[config.mk]
export PLATFORM = sky130hd
export DESIGN_NAME = spi_rx_sampled
export DESIGN_NICKNAME = d
export VERILOG_FILES = /design/src/rtl/spi_rx_sampled.sv
export SDC_FILE = /design/constraint.sdc
export NUM_CORES = 1
export LEC_CHECK = 0
export CORE_UTILIZATION = 25
export CTS_BUF_LIST = sky130_fd_sc_hd__clkbuf_4
export DETAILED_ROUTE_END_ITERATION = 12
export DONT_BUFFER_PORTS = 1
export HOLD_SLACK_MARGIN = 0.06
export SLEW_MARGIN = 5
export SYNTH_ARGS = -nofsm -noshare
export SYNTH_HDL_FRONTEND = slang
export SYNTH_SLANG_ARGS = --single-unit
[constraint.sdc]
create_clock -name clk -period 6.7 [get_ports clk]
set_input_delay 0.335 -clock clk [delete_from_list [all_inputs] [get_ports clk]]
set_output_delay 0.335 -clock clk [all_outputs]
set_load 0.02 [all_outputs]
[src/rtl/spi_rx_sampled.sv]
// spi_rx_sampled -- oversampled SPI slave receiver with a word FIFO.
//
// All three SPI pins are brought into the clk domain through SYNC_STAGES
// flops, so the receiver is plain synchronous logic. Words of WIDTH bits
// are assembled for any CPOL/CPHA combination and either bit order, then
// queued in a DEPTH-entry FIFO behind a valid/ready stream.
//
// Optional build macro: SPI_RX_PARTIAL_EN -- a frame that ends mid-word
// pushes the partial word (unfilled positions zero) and flags it on
// rx_partial. Without it partial words are dropped and rx_partial is 0.
//
// Ports:
//   clk, rst          system clock (>= 4x spi_sck), synchronous active-high reset
//   spi_sck/csn/sdi   asynchronous SPI pins (csn active low)
//   rx_data           FIFO head word, zero while empty
//   rx_valid          FIFO not empty
//   rx_ready          consumer pops the head when rx_valid & rx_ready
//   rx_level          FIFO occupancy, 0..DEPTH
//   rx_overflow       pulse: a word was dropped because the FIFO was full
//   frame_active      receiver is inside an accepted frame
//   frame_end         pulse on the synchronized rising edge of csn
//   rx_partial        head word is a partial word
module spi_rx_sampled #(
  parameter int WIDTH       = 8,
  parameter int DEPTH       = 4,
  parameter int CPOL        = 0,
  parameter int CPHA        = 0,
  parameter int LSB_FIRST   = 0,
  parameter int SYNC_STAGES = 2
) (
  input  logic                     clk,
  input  logic                     rst,
  input  logic                     spi_sck,
  input  logic                     spi_csn,
  input  logic                     spi_sdi,
  output logic [WIDTH-1:0]         rx_data,
  output logic                     rx_valid,
  input  logic                     rx_ready,
  output logic [$clog2(DEPTH):0]   rx_level,
  output logic                     rx_overflow,
  output logic                     frame_active,
  output logic                     frame_end,
  output logic                     rx_partial
);

  localparam int   LP_AW   = $clog2(DEPTH);
  localparam int   LP_CW   = $clog2(WIDTH);
  localparam logic LP_CPOL = (CPOL != 0);
  localparam logic [LP_CW-1:0] LP_LAST = LP_CW'(WIDTH - 1);
`ifdef SPI_RX_PARTIAL_EN
  localparam int   LP_FW   = WIDTH + 1;
`else
  localparam int   LP_FW   = WIDTH;
`endif

  typedef enum logic {ST_IDLE, ST_SHIFT} state_t;

  logic [SYNC_STAGES-1:0] r_sck_sync, r_csn_sync, r_sdi_sync, r_prime;
  logic                   r_sck_d, r_csn_seen;
  state_t                 r_state, w_state_nxt;
  logic [LP_CW-1:0]       r_cnt;
  logic [WIDTH-1:0]       r_shreg, w_shreg_in;
  logic [LP_FW-1:0]       r_mem [DEPTH];
  logic [LP_FW-1:0]       w_push_data, w_head;
  logic [LP_AW-1:0]       r_wr_ptr, r_rd_ptr;
  logic [LP_AW:0]         r_level;
  logic w_sck, w_csn, w_sdi, w_lead, w_trail, w_sample;
  logic w_shift_en, w_word_done, w_frame_end, w_push_req, w_push, w_pop;
  logic w_full, w_empty;

  // Synchronizers plus the delayed sck copy used for edge detection.
  // r_prime fills with ones after reset; its top bit marks the point where
  // the last synchronizer stage holds a real pin sample instead of the
  // reset-loaded value, so a frame already running at reset is not taken.
  always_ff @(posedge clk) begin
    if (rst) begin
      r_sck_sync <= {SYNC_STAGES{LP_CPOL}};
      r_csn_sync <= '1;
      r_sdi_sync <= '0;
      r_prime    <= '0;
      r_sck_d    <= LP_CPOL;
      r_csn_seen <= 1'b0;
    end else begin
      r_sck_sync <= {r_sck_sync[SYNC_STAGES-2:0], spi_sck};
      r_csn_sync <= {r_csn_sync[SYNC_STAGES-2:0], spi_csn};
      r_sdi_sync <= {r_sdi_sync[SYNC_STAGES-2:0], spi_sdi};
      r_prime    <= {r_prime[SYNC_STAGES-2:0], 1'b1};
      r_sck_d    <= w_sck;
      if (w_csn && r_prime[SYNC_STAGES-1]) r_csn_seen <= 1'b1;
    end
  end

  assign w_sck    = r_sck_sync[SYNC_STAGES-1];
  assign w_csn    = r_csn_sync[SYNC_STAGES-1];
  assign w_sdi    = r_sdi_sync[SYNC_STAGES-1];
  assign w_lead   = (r_sck_d == LP_CPOL) && (w_sck != LP_CPOL);
  assign w_trail  = (r_sck_d != LP_CPOL) && (w_sck == LP_CPOL);
  assign w_sample = (CPHA != 0) ? w_trail : w_lead;

  always_ff @(posedge clk) begin
    if (rst) r_state <= ST_IDLE;
    else     r_state <= w_state_nxt;
  end

  always_comb begin
    w_state_nxt = r_state;
    case (r_state)
      ST_IDLE:  if (!w_csn && r_csn_seen) w_state_nxt = ST_SHIFT;
      ST_SHIFT: if (w_csn) w_state_nxt = ST_IDLE;
      default:  w_state_nxt = ST_IDLE;
    endcase
  end

  assign frame_active = (r_state == ST_SHIFT);
  assign w_frame_end  = (r_state == ST_SHIFT) && w_csn;
  assign frame_end    = w_frame_end;
  // A sample edge coinciding with csn rising is ignored.
  assign w_shift_en   = (r_state == ST_SHIFT) && !w_csn && w_sample;
  assign w_word_done  = w_shift_en && (r_cnt == LP_LAST);
  assign w_shreg_in   = (LSB_FIRST != 0) ? {w_sdi, r_shreg[WIDTH-1:1]}
                                         : {r_shreg[WIDTH-2:0], w_sdi};

  always_ff @(posedge clk) begin
    if (rst || w_frame_end) begin
      r_cnt   <= '0;
      r_shreg <= '0;
    end else if (w_shift_en) begin
      if (w_word_done) begin
        r_cnt   <= '0;
        r_shreg <= '0;
      end else begin
        r_cnt   <= r_cnt + 1'b1;
        r_shreg <= w_shreg_in;
      end
    end
  end

`ifdef SPI_RX_PARTIAL_EN
  // Received bits sit at the "recent" end of the shift register; moving
  // them to the word's first-bit end leaves the unfilled positions zero.
  logic [WIDTH-1:0] w_part_word;
  always_comb begin
    w_part_word = '0;
    if (LSB_FIRST != 0) w_part_word = r_shreg >> (WIDTH - int'(r_cnt));
    else                w_part_word = r_shreg << (WIDTH - int'(r_cnt));
  end
`endif

  always_comb begin
    w_push_req  = 1'b0;
    w_push_data = '0;
    if (w_word_done) begin
      w_push_req  = 1'b1;
      w_push_data = LP_FW'(w_shreg_in);
    end
`ifdef SPI_RX_PARTIAL_EN
    else if (w_frame_end && (r_cnt != '0)) begin
      w_push_req  = 1'b1;
      w_push_data = {1'b1, w_part_word};
    end
`endif
  end

  assign w_empty     = (r_level == '0);
  assign w_full      = (r_level == (LP_AW+1)'(DEPTH));
  assign w_pop       = rx_ready && !w_empty;
  // A full FIFO still accepts a push when the head leaves in the same cycle.
  assign w_push      = w_push_req && (!w_full || w_pop);
  assign rx_overflow = w_push_req && w_full && !w_pop;

  always_ff @(posedge clk) begin
    if (!rst && w_push) r_mem[r_wr_ptr] <= w_push_data;
  end

  always_ff @(posedge clk) begin
    if (rst) begin
      r_wr_ptr <= '0;
      r_rd_ptr <= '0;
      r_level  <= '0;
    end else begin
      if (w_push) r_wr_ptr <= r_wr_ptr + 1'b1;
      if (w_pop)  r_rd_ptr <= r_rd_ptr + 1'b1;
      case ({w_push, w_pop})
        2'b10:   r_level <= r_level + 1'b1;
        2'b01:   r_level <= r_level - 1'b1;
        default: r_level <= r_level;
      endcase
    end
  end

  assign w_head   = r_mem[r_rd_ptr];
  assign rx_data  = w_empty ? '0 : w_head[WIDTH-1:0];
  assign rx_valid = !w_empty;
  assign rx_level = r_level;
`ifdef SPI_RX_PARTIAL_EN
  assign rx_partial = w_empty ? 1'b0 : w_head[WIDTH];
`else
  assign rx_partial = 1'b0;
`endif

endmodule
==> results of run 1 <==
## metrics by stage
step	hold WS (ns)	power, mW	cell area, um2	std cells
detailed placement	0.402	0.413	2670	325
global route	0.109	0.759	2890	345
global placement	0.403	0.413	2670	325
floorplan	0.389	0.415	2560	205
CTS	0.0921	0.744	2890	345
finish	0.122	0.735	2890	345
## synthesized netlist by cell type, types with 2 or more instances
library cell	instances
edfxtp_1	32
xnor2_1	3
or2_2	3
and3_1	8
or4_1	3
dfxtp_1	30
a21oi_1	14
inv_1	5
nor2_1	12
nor2b_1	6
clkbuf_1	8
ha_1	6
and2_1	13
nand2_1	16
nand3_1	9
mux4_2	8
o211ai_1	2
nor3_1	4
buf_2	4
## routing by layer
metal | vias to the layer above | routed length (um)
li1 | 737 | -
met1 | 727 | 2170
met2 | 32 | 1970
met3 | 10 | 280
met4 | 0 | 99
met5 | - | 0
## layout make-up
cell class,instances,area (um2),area share
clock buffer,10,75.1,0.0260
timing repair buffer,4,40.0,0.0139
inverter,6,22.5,0.00779
multi-input combinational,124,915,0.316
tap,133,166,0.0576
clock inverter,6,110,0.0381
sequential,62,1560,0.540
## power groups by stage
| stage | Clock (mW) | Combinational (mW) | Sequential, mW |
|---|---|---|---|
| 2_1_floorplan | 0 | 0.00750 | 0.407 |
| 3_3_place_gp | 0 | 0.00558 | 0.408 |
| 3_5_place_dp | 0 | 0.00562 | 0.408 |
| 4_1_cts | 0.336 | 0.00919 | 0.399 |
| 5_1_grt | 0.350 | 0.00984 | 0.399 |
| 6_report | 0.327 | 0.00899 | 0.399 |
## flip-flops by register name, indices dropped and copies added (netlist names), named ones only
register / flops
r_prime: 2
r_mem: 32
r_csn_sync: 2
rx_level: 3
r_sck_d: 1
r_wr_ptr: 2
r_rd_ptr: 2
r_csn_seen: 1
r_sdi_sync: 2
frame_active: 1
r_cnt: 3
r_sck_sync: 2
r_shreg: 7
## worst min-delay path by stage
stage / to / slack, ns
2_1_floorplan: r_csn_sync[1] / 0.39
3_3_place_gp: r_csn_sync[1] / 0.40
3_5_place_dp: r_csn_sync[1] / 0.40
4_1_cts: rx_level[1] / 0.09
5_1_grt: rx_level[1] / 0.11
6_report: rx_level[1] / 0.12
## cell families (layout without fill, tap and decap cells)
group	Yosys count	count (layout)	share of synthesized area
other cells	1	1	0.00147
compound gates	23	23	0.0553
simple gates	81	81	0.180
mux	8	8	0.0705
flops	62	62	0.611
buf+inv	19	26	0.0313
xor+xnor	4	4	0.0137
fa+ha+maj	7	7	0.0372
==> metrics.md, run 1 <==
| Metric | Value |
|---|---|
| Final min period | `2.53 ns` |
| Root Driver | `clkbuf_4` |
| Setup WS pre-CTS | `4.20 ns` |
| Unique masters post-synth | `38` |
| Sequential share of the synthesized area | `0.611` |
| Worst R2R End | `rx_level[2]` |
| Worst hold start | `rst` |
| Synthesis-to-finish area growth | `13.1%` |
| Worst setup margin | `4.17 ns` |
| Max transition margin | `0.555` |
| Crit. Startpoint | `r_cnt[0]` |
| P_sw | `141 uW` |
| P_int | `594 uW` |
| Top-area cell type share of the netlist area | `0.376` |
| First-iteration detailed-routing DRC count | `67` |
| Most common cell after layout, fill and taps aside | `edfxtp_1` |
| Wire length per cell | `13.1 um` |
| Final HPWL DP | `3.00 mm` |
| Largest net degree at the start of global routing | `24` |
| Switching part of the total power | `0.192` |
| Syn_area_per_cell | `12.5 um2` |
| CP Depth | `8` |
| Drt pass-1 iters | `4` |
| Max-cap violations | `0` |
| Share of layout cells above drive strength 1 | `0.142` |
| Ports | `22` |
| Layout Utilization | `0.294` |
| Critical Path, Cell by Cell | `ha_1, ha_1, nand2_1, nand2_1, fa_1, or4_1, a21o_1, a31oi_1` |
| Vias in the first global route | `1497` |
| Buf/Inv on CP | `0` |
| Cts repair resizes | `0` |
| Setup violators final | `0` |
| Syn_nets | `218` |
| Final net count | `220` |
| Top cells by area, synth | `edfxtp_1 38%, dfxtp_1 23%, mux4_2 7.0%` |
| Async set-reset flop share out of synthesis | `0` |
| CP Capture Point | `rx_level[2]` |
| Unrepaired setup endpoints after global routing | `false` |
| Global-route wire length before repair | `7.35 mm` |
| Most frequent cells in the layout | `32 x edfxtp_1, 30 x dfxtp_1, 16 x nand2_1` |
| EDFF count, synth | `32` |
| CP endpoint kind | `flip-flop` |
| Max stage delay on crit path | `0.56 ns` |
| Peak VDD IR | `121 uV` |
| Fin crit share | `0.377` |
| Register bit total from synthesis | `62` |
| Worst path slowest cell | `or4_1` |
| Delay-heaviest family, CP | `adder cells` |
| Startpoint Class | `flip-flop` |
| Fin Setup TNS | `0 ns` |
| Synthesis Warnings | `0` |
| GRT busiest layer | `met2` |
| Starting Density | `0.260` |
| Flop2flop setup slack | `4.17 ns` |
| ANT cells | `0` |
| Sequential Power Share | `0.543` |
| Met1 global-route usage | `0.113` |
| Port Buffers | `0` |
| Grt ovf | `0` |
| M2 GR Usage | `0.145` |
| Core Area | `9820 um2` |
| Met3 usage | `0.0447` |
| Cell taking the most area after synthesis | `edfxtp_1` |
| Die Wd | `103 um` |
| Via/cell ratio | `4.37` |
| Logic pwr share | `0.012` |
| CP max FO | `16` |
| Die Y | `103 um` |
| Hold/Removal Path Class | `primary input to flip-flop` |
| Leakage power | `0.867 nW` |
| Fill cell count | `1037` |
| Setup repair bufs after CTS | `0` |
| Data required, critical path | `7.04 ns` |
| Placer Congestion | `0.826` |
| CP arrival | `2.86 ns` |
| Worst R2R Path Depth | `8` |
| Max clock buf depth | `2` |
| Clock share of power | `0.445` |
| Vias | `1506` |
| Reg2reg start | `r_cnt[0]` |
| PwrDens | `254 nW/um2` |
| Gr usage total | `0.0953` |
| Hold Path Depth | `2` |
| Most used flip-flop cell after synthesis | `edfxtp_1` |
| Crit path kind | `flip-flop to flip-flop` |
| Cells after synthesis | `205` |
| Die area | `10600 um2` |
| Worst Tran Pin Value | `0.665 ns` |
| Row Count | `36` |
| Clock sinks | `62` |
| Slew Viols, Final | `0` |
| Status | `complete, no violations` |
| Clk_lat worst skew | `0.41 ns` |
| Post-Syn Area | `2560 um2` |
| Initial antenna violation count | `0` |
| DRC viols | `0` |
| Clk pin slew, worst setup/hold paths | `0.10 ns` |
| Cts hold-fix bufs | `4` |
| Routed WL | `4.53 mm` |
| CTS tree | `built` |
| Total CTS buffers | `9` |
| DRT antenna net count | `0` |
| Fmax achieved | `396 MHz` |
| Layout Skew | `0.0183 ns` |
| Htree depth | `3` |
| Hold Violations, Final | `0` |
Power figures use the tool's default switching activity.
==> run 2, diff against run 1 <==
clock period = 2.6 ns   (was 6.7 ns; I/O delays follow)
==> run 2 against run 1 <==
Fmax up 11%. Critical path depth down 2. Combinational power rose to 2.9 times the previous value. Worst setup slack worse by 3.8 ns. Clock-buffer cell count unchanged. Sequential cell count unchanged. Core utilization up 0.59 points. Via count up 3.0%. Worst hold slack worse by 0.018 ns. Non-clock buffer count up 7. Clock skew down 0.0011 ns. Highest routed layer unchanged.
==> metrics.md, run 2 (synthesis gave the netlist of run 1 again) <==
| Metric | Value |
|---|---|
| Fmax achieved | `440 MHz (+11%)` |
| Routed WL | `4.54 mm (+0.40%)` |
| Starting Density | `0.260 (unchanged)` |
| Max stage delay on crit path | `0.57 ns (about the same)` |
| Initial antenna violation count | `0 (unchanged)` |
| Hold/Removal Path Class | `primary input to flip-flop` |
| Sequential Power Share | `0.544 (about the same)` |
| Delay-heaviest family, CP | `simple AND/OR/NAND/NOR gates` |
| Crit path kind | `flip-flop to flip-flop` |
| Max clock buf depth | `2 (unchanged)` |
| Final min period | `2.27 ns (-0.253 ns)` |
| P_sw | `358 uW (+150%)` |
| Max transition margin | `0.505 (-0.0506)` |
| Data required, critical path | `2.85 ns (-4.19 ns)` |
| Worst path slowest cell | `or4_1` |
| Synthesis-to-finish area growth | `15.3%` |
| Hold Violations, Final | `0 (unchanged)` |
| Worst Tran Pin Value | `0.741 ns (+0.0757 ns)` |
| Clock share of power | `0.443 (-0.002)` |
| Most frequent cells in the layout | `32 x edfxtp_1, 30 x dfxtp_1, 16 x nand2_1` |
| Critical Path, Cell by Cell | `o31a_1, nand2_1, fa_1, or4_1, o211ai_1, a31oi_1` |
| Buf/Inv on CP | `0 (unchanged)` |
| Logic pwr share | `0.014 (+0.002)` |
| CP endpoint kind | `flip-flop` |
| Die Y | `103 um (unchanged)` |
| Most common cell after layout, fill and taps aside | `edfxtp_1` |
| Largest net degree at the start of global routing | `23 (-4.2%)` |
| Global-route wire length before repair | `7.27 mm (-1.0%)` |
| Drt pass-1 iters | `4 (unchanged)` |
| Grt ovf | `0 (unchanged)` |
| Leakage power | `0.904 nW (+4.3%)` |
| DRT antenna net count | `0 (unchanged)` |
| Via/cell ratio | `4.41 (+0.94%)` |
| DRC viols | `0 (unchanged)` |
| Placer Congestion | `0.823 (-0.30%)` |
| Max reg flops | `32 (unchanged)` |
| Max-cap violations | `0 (unchanged)` |
| Status | `complete, no violations` |
| Final net count | `227 (+3.2%)` |
| Clk_lat worst skew | `0.40 ns (about the same)` |
| P_int | `1.53 mW (+160%)` |
| Biggest register | `r_mem` |
| Htree depth | `3 (unchanged)` |
| Root Driver | `clkbuf_4` |
| Vias in the first global route | `1531 (+2.3%)` |
| Ports | `22 (unchanged)` |
| Share of layout cells above drive strength 1 | `0.160 (+0.0183)` |
| Unrepaired setup endpoints after global routing | `false` |
| Vias | `1551 (+3.0%)` |
| Setup violators final | `0 (unchanged)` |
| Fin Setup TNS | `0 ns (unchanged)` |
| Die area | `10600 um2 (unchanged)` |
| Port Buffers | `0 (unchanged)` |
| Peak VDD IR | `384 uV (+220%)` |
| CP max FO | `6 (-10)` |
| Total CTS buffers | `9 (unchanged)` |
| Clock sinks | `62 (unchanged)` |
| CTS tree | `built` |
| PwrDens | `641 nW/um2 (+150%)` |
| Gr usage total | `0.0933 (-0.00204)` |
| Wire length per cell | `12.9 um (-1.6%)` |
| First-iteration detailed-routing DRC count | `51 (-24%)` |
| Cts repair resizes | `0 (unchanged)` |
| Core Area | `9820 um2 (unchanged)` |
| Row Count | `36 (unchanged)` |
| Startpoint Class | `flip-flop` |
| Layout Utilization | `0.300 (+0.00586)` |
| Largest regs | `r_mem (32), r_shreg (7)` |
| Clk pin slew, worst setup/hold paths | `0.10 ns (about the same)` |
| Layout Skew | `0.0172 ns (-0.00107 ns)` |
| CP arrival | `2.52 ns (-0.34 ns)` |
| Fin crit share | `0.874 (+0.497)` |
| Final HPWL DP | `3.04 mm (+1.4%)` |
| ANT cells | `0 (unchanged)` |
| Slew Viols, Final | `0 (unchanged)` |
| Switching part of the total power | `0.189 (-0.00210)` |
| Die Wd | `103 um (unchanged)` |
==> run 2: repair_timing <==
action | in CTS | in global routing
hold buffers | 6 | 0
endpoints found under the hold margin | 30 | 0
setup buffers | 0 | 0
==> run 2: worst register-to-register path, stage by stage, from the launching register on <==
cell and delay [ns]:
dfxtp_1 0.54, o31a_1 0.29, nand2_1 0.10, fa_1 0.39
or4_1 0.57, o211ai_1 0.13, a31oi_1 0.11
==> run 2: worst paths after layout <==
kind / slack [ns] / startpoint / cells after the start / to
setup reg to reg: 0.33 / rx_level[0] / 6 / rx_level[2]
hold reg to reg: 0.42 / r_csn_sync[0] / 1 / r_csn_sync[1]
hold / removal: 0.10 / rx_ready / 3 / rx_level[2]
setup / recovery: 0.33 / rx_level[0] / 6 / rx_level[2]
==> run 2: layer usage <==
metal,GRT usage,wire (um),share of wire,up-vias
met5,0,0,0,-
met4,0.0325,26,0.0057,0
met3,0.0427,278,0.061,2
met2,0.141,2030,0.45,43
met1,0.118,2200,0.49,752
li1,-,-,-,754
==> run 2: cell type report <==
type	instances	area (um2)
Clock inverter	6	110
Inverter	6	22.5
Fill cell	1040	6870
Clock buffer	10	75.1
Multi-Input combinational cell	124	915
Tap cell	133	166
Sequential cell	62	1560
Timing Repair Buffer	11	97.6
==> run 2: power by group through the flow <==
| stage | clock network, mW | logic (mW) | registers, mW |
|---|---|---|---|
| after floorplan | 0 | 0.0193 | 1.05 |
| after global placement | 0 | 0.0144 | 1.05 |
| after detailed placement | 0 | 0.0145 | 1.05 |
| after CTS | 0.858 | 0.0263 | 1.03 |
| after global routing | 0.895 | 0.0289 | 1.03 |
| final | 0.837 | 0.0261 | 1.03 |
==> run 2: through the flow <==
step                      total power, mW  std cells  setup WS, ns  instance area [um2]  hold slack [ns]
after floorplan                      1.07        205         0.385                 2560            0.234
after global placement               1.06        330         0.426                 2700            0.202
after detailed placement             1.07        330         0.377                 2700            0.204
after CTS                            1.91        352         0.313                 2950           0.0802
after global routing                 1.95        352         0.184                 2950           0.0880
final                                1.89        352         0.328                 2950            0.104
==> run 3, diff against run 2 <==
CORE_MARGIN = 2   (was default)
==> run 3 against run 2 <==
Final cell count decreased by 0.28%. Global-route usage down 0.97 points. Worst setup slack worse by 0.0078 ns. Via count decreased by 1.9%. Combinational power about the same. First-iteration DRC count rose by 71%. Register-to-register slack about the same. Fmax down 0.34%. Worst hold slack lost 0.015 ns. Total power is 15% lower. Clock power is 34% lower. Die area up 3.9%.
==> metrics.md, run 3 (synthesis gave the netlist of run 1 again) <==
| Metric | Value |
|---|---|
| Global-route wire length before repair | `7.18 mm (-1.3%)` |
| Fin Setup TNS | `0 ns (unchanged)` |
| Hold Violations, Final | `0 (unchanged)` |
| Grt ovf | `0 (unchanged)` |
| Max reg flops | `32 (unchanged)` |
| Root Driver | `clkbuf_4` |
| ANT cells | `0 (unchanged)` |
| Share of layout cells above drive strength 1 | `0.165 (+0.00532)` |
| Status | `complete, no violations` |
| Peak VDD IR | `286 uV (-26%)` |
| Most frequent cells in the layout | `32 x edfxtp_1, 30 x dfxtp_1, 16 x nand2_1` |
| Core Area | `9860 um2 (+0.46%)` |
| Worst Tran Pin Value | `0.773 ns (+0.0326 ns)` |
| Crit path kind | `flip-flop to flip-flop` |
| Flop2flop setup slack | `0.32 ns (about the same)` |
| Final net count | `226 (-0.44%)` |
| Row Count | `36 (unchanged)` |
| Clk_lat worst skew | `0.39 ns (about the same)` |
| Final instance area | `2870 um2 (-2.6%)` |
| Final HPWL DP | `3.02 mm (-0.75%)` |
| Switching part of the total power | `0.233 (+0.0438)` |
| Largest regs | `r_mem (32), r_shreg (7)` |
| Unrepaired setup endpoints after global routing | `false` |
| Leakage power | `0.861 nW (-4.7%)` |
| Drt pass-1 iters | `4 (unchanged)` |
| Routed WL | `4.51 mm (-0.79%)` |
| Largest net degree at the start of global routing | `23 (unchanged)` |
| Most common cell after layout, fill and taps aside | `edfxtp_1` |
| P_int | `1.23 mW (-20%)` |
| Hold/Removal Path Class | `primary input to flip-flop` |
| Max-cap violations | `0 (unchanged)` |
| Fin cells | `351 (-0.28%)` |
| Sequential Power Share | `0.639 (+0.095)` |
| Clock share of power | `0.345 (-0.098)` |
| Slew Viols, Final | `0 (unchanged)` |
| DRT antenna net count | `0 (unchanged)` |
| Data required, critical path | `2.91 ns (+0.06 ns)` |
| First-iteration detailed-routing DRC count | `87 (+71%)` |
| Max clock buf depth | `2 (unchanged)` |
| CP max FO | `3 (-3)` |
| Clk pin slew, worst setup/hold paths | `0.11 ns (about the same)` |
| Ports | `22 (unchanged)` |
| CP endpoint kind | `flip-flop` |
| Biggest register | `r_mem` |
| P_sw | `375 uW (+4.7%)` |
| Layout Utilization | `0.291 (-0.00924)` |
| Final min period | `2.28 ns (+0.00782 ns)` |
| CP arrival | `2.59 ns (+0.07 ns)` |
| Die Wd | `105 um (+1.9%)` |
| Total CTS buffers | `9 (unchanged)` |
| Vias | `1521 (-1.9%)` |
| Layout Skew | `0.00945 ns (-0.00776 ns)` |
| Fmax achieved | `439 MHz (-0.34%)` |
| DRC viols | `0 (unchanged)` |
| Synthesis-to-finish area growth | `12.3%` |
| Via/cell ratio | `4.33 (-1.7%)` |
| Wire length per cell | `12.8 um (-0.51%)` |
| Total power | `1.61 mW (-15%)` |
| Clock sinks | `62 (unchanged)` |
| Max transition margin | `0.483 (-0.0218)` |
| PwrDens | `560 nW/um2 (-13%)` |
| Initial antenna violation count | `0 (unchanged)` |
| Fin crit share | `0.877 (+0.00301)` |
| Vias in the first global route | `1436 (-6.2%)` |
| Die area | `11000 um2 (+3.9%)` |
| Gr usage total | `0.0836 (-0.00970)` |
| Starting Density | `0.259 (-0.00119)` |
| Placer Congestion | `0.728 (-12%)` |
| Area after DPL | `2700 um2 (unchanged)` |
| Htree depth | `3 (unchanged)` |
| Inst Count DP | `330 (unchanged)` |
| Die Y | `105 um (+1.9%)` |
| Startpoint Class | `flip-flop` |
| CTS tree | `built` |
| Logic pwr share | `0.016 (+0.002)` |
| Port Buffers | `0 (unchanged)` |
| Setup violators final | `0 (unchanged)` |
-- run 3: critical path, cell delays in order (launching register included) --
cell	delay [ns]
dfxtp_1	0.34
ha_1	0.20
ha_1	0.19
nand2_1	0.12
nand2_1	0.08
fa_1	0.40
or4_1	0.58
a21o_1	0.19
a31oi_1	0.12
-- run 3: path summary, 6_finish.rpt --
path	from	end	depth (start not counted)
hold / removal	rx_ready	r_wr_ptr[1]	3
hold reg to reg	r_csn_sync[0]	r_csn_sync[1]	1
setup reg to reg	r_cnt[0]	rx_level[2]	8
setup / recovery	r_cnt[0]	rx_level[2]	8
-- run 3: timing repair --
| action | in CTS | in global routing |
|---|---|---|
| hold endpoints to repair | 30 | 0 |
| endpoints found under the setup margin | 0 | 0 |
| hold buffers | 5 | 0 |
| setup buffers | 0 | 0 |
| gates resized for setup | 0 | 0 |
-- run 3: stage by stage --
step / setup slack, ns / hold WS (ns)
after global placement: 0.450 / 0.203
final: 0.320 / 0.0889
after floorplan: 0.385 / 0.234
after CTS: 0.343 / 0.0617
after detailed placement: 0.371 / 0.205
after global routing: 0.198 / 0.103
-- run 3: area by class of cell --
class                      instances  area [um2]
clock buffer                       9        67.6
timing repair buffer              10        87.6
sequential                        62        1560
fill                            1007        6990
tap                              133         166
clock inverter                     7        50.0
inverter                           6        22.5
multi-input combinational        124         915
-- run 3: power groups by stage --
stage,logic (mW),clock network (mW),registers (mW)
finish,0.0262,0.554,1.03
global route,0.0289,0.612,1.03
CTS,0.0263,0.578,1.03
detailed placement,0.0145,0,1.05
global placement,0.0144,0,1.05
floorplan,0.0193,0,1.05
-- run 3: routing by layer --
metal | GRT usage | part of all wire | vias up
met2 | 0.128 | 0.46 | 39
met4 | 0.0257 | 0.0060 | 0
li1 | - | - | 748
met5 | 0 | 0 | -
met1 | 0.106 | 0.47 | 729
met3 | 0.0362 | 0.059 | 5
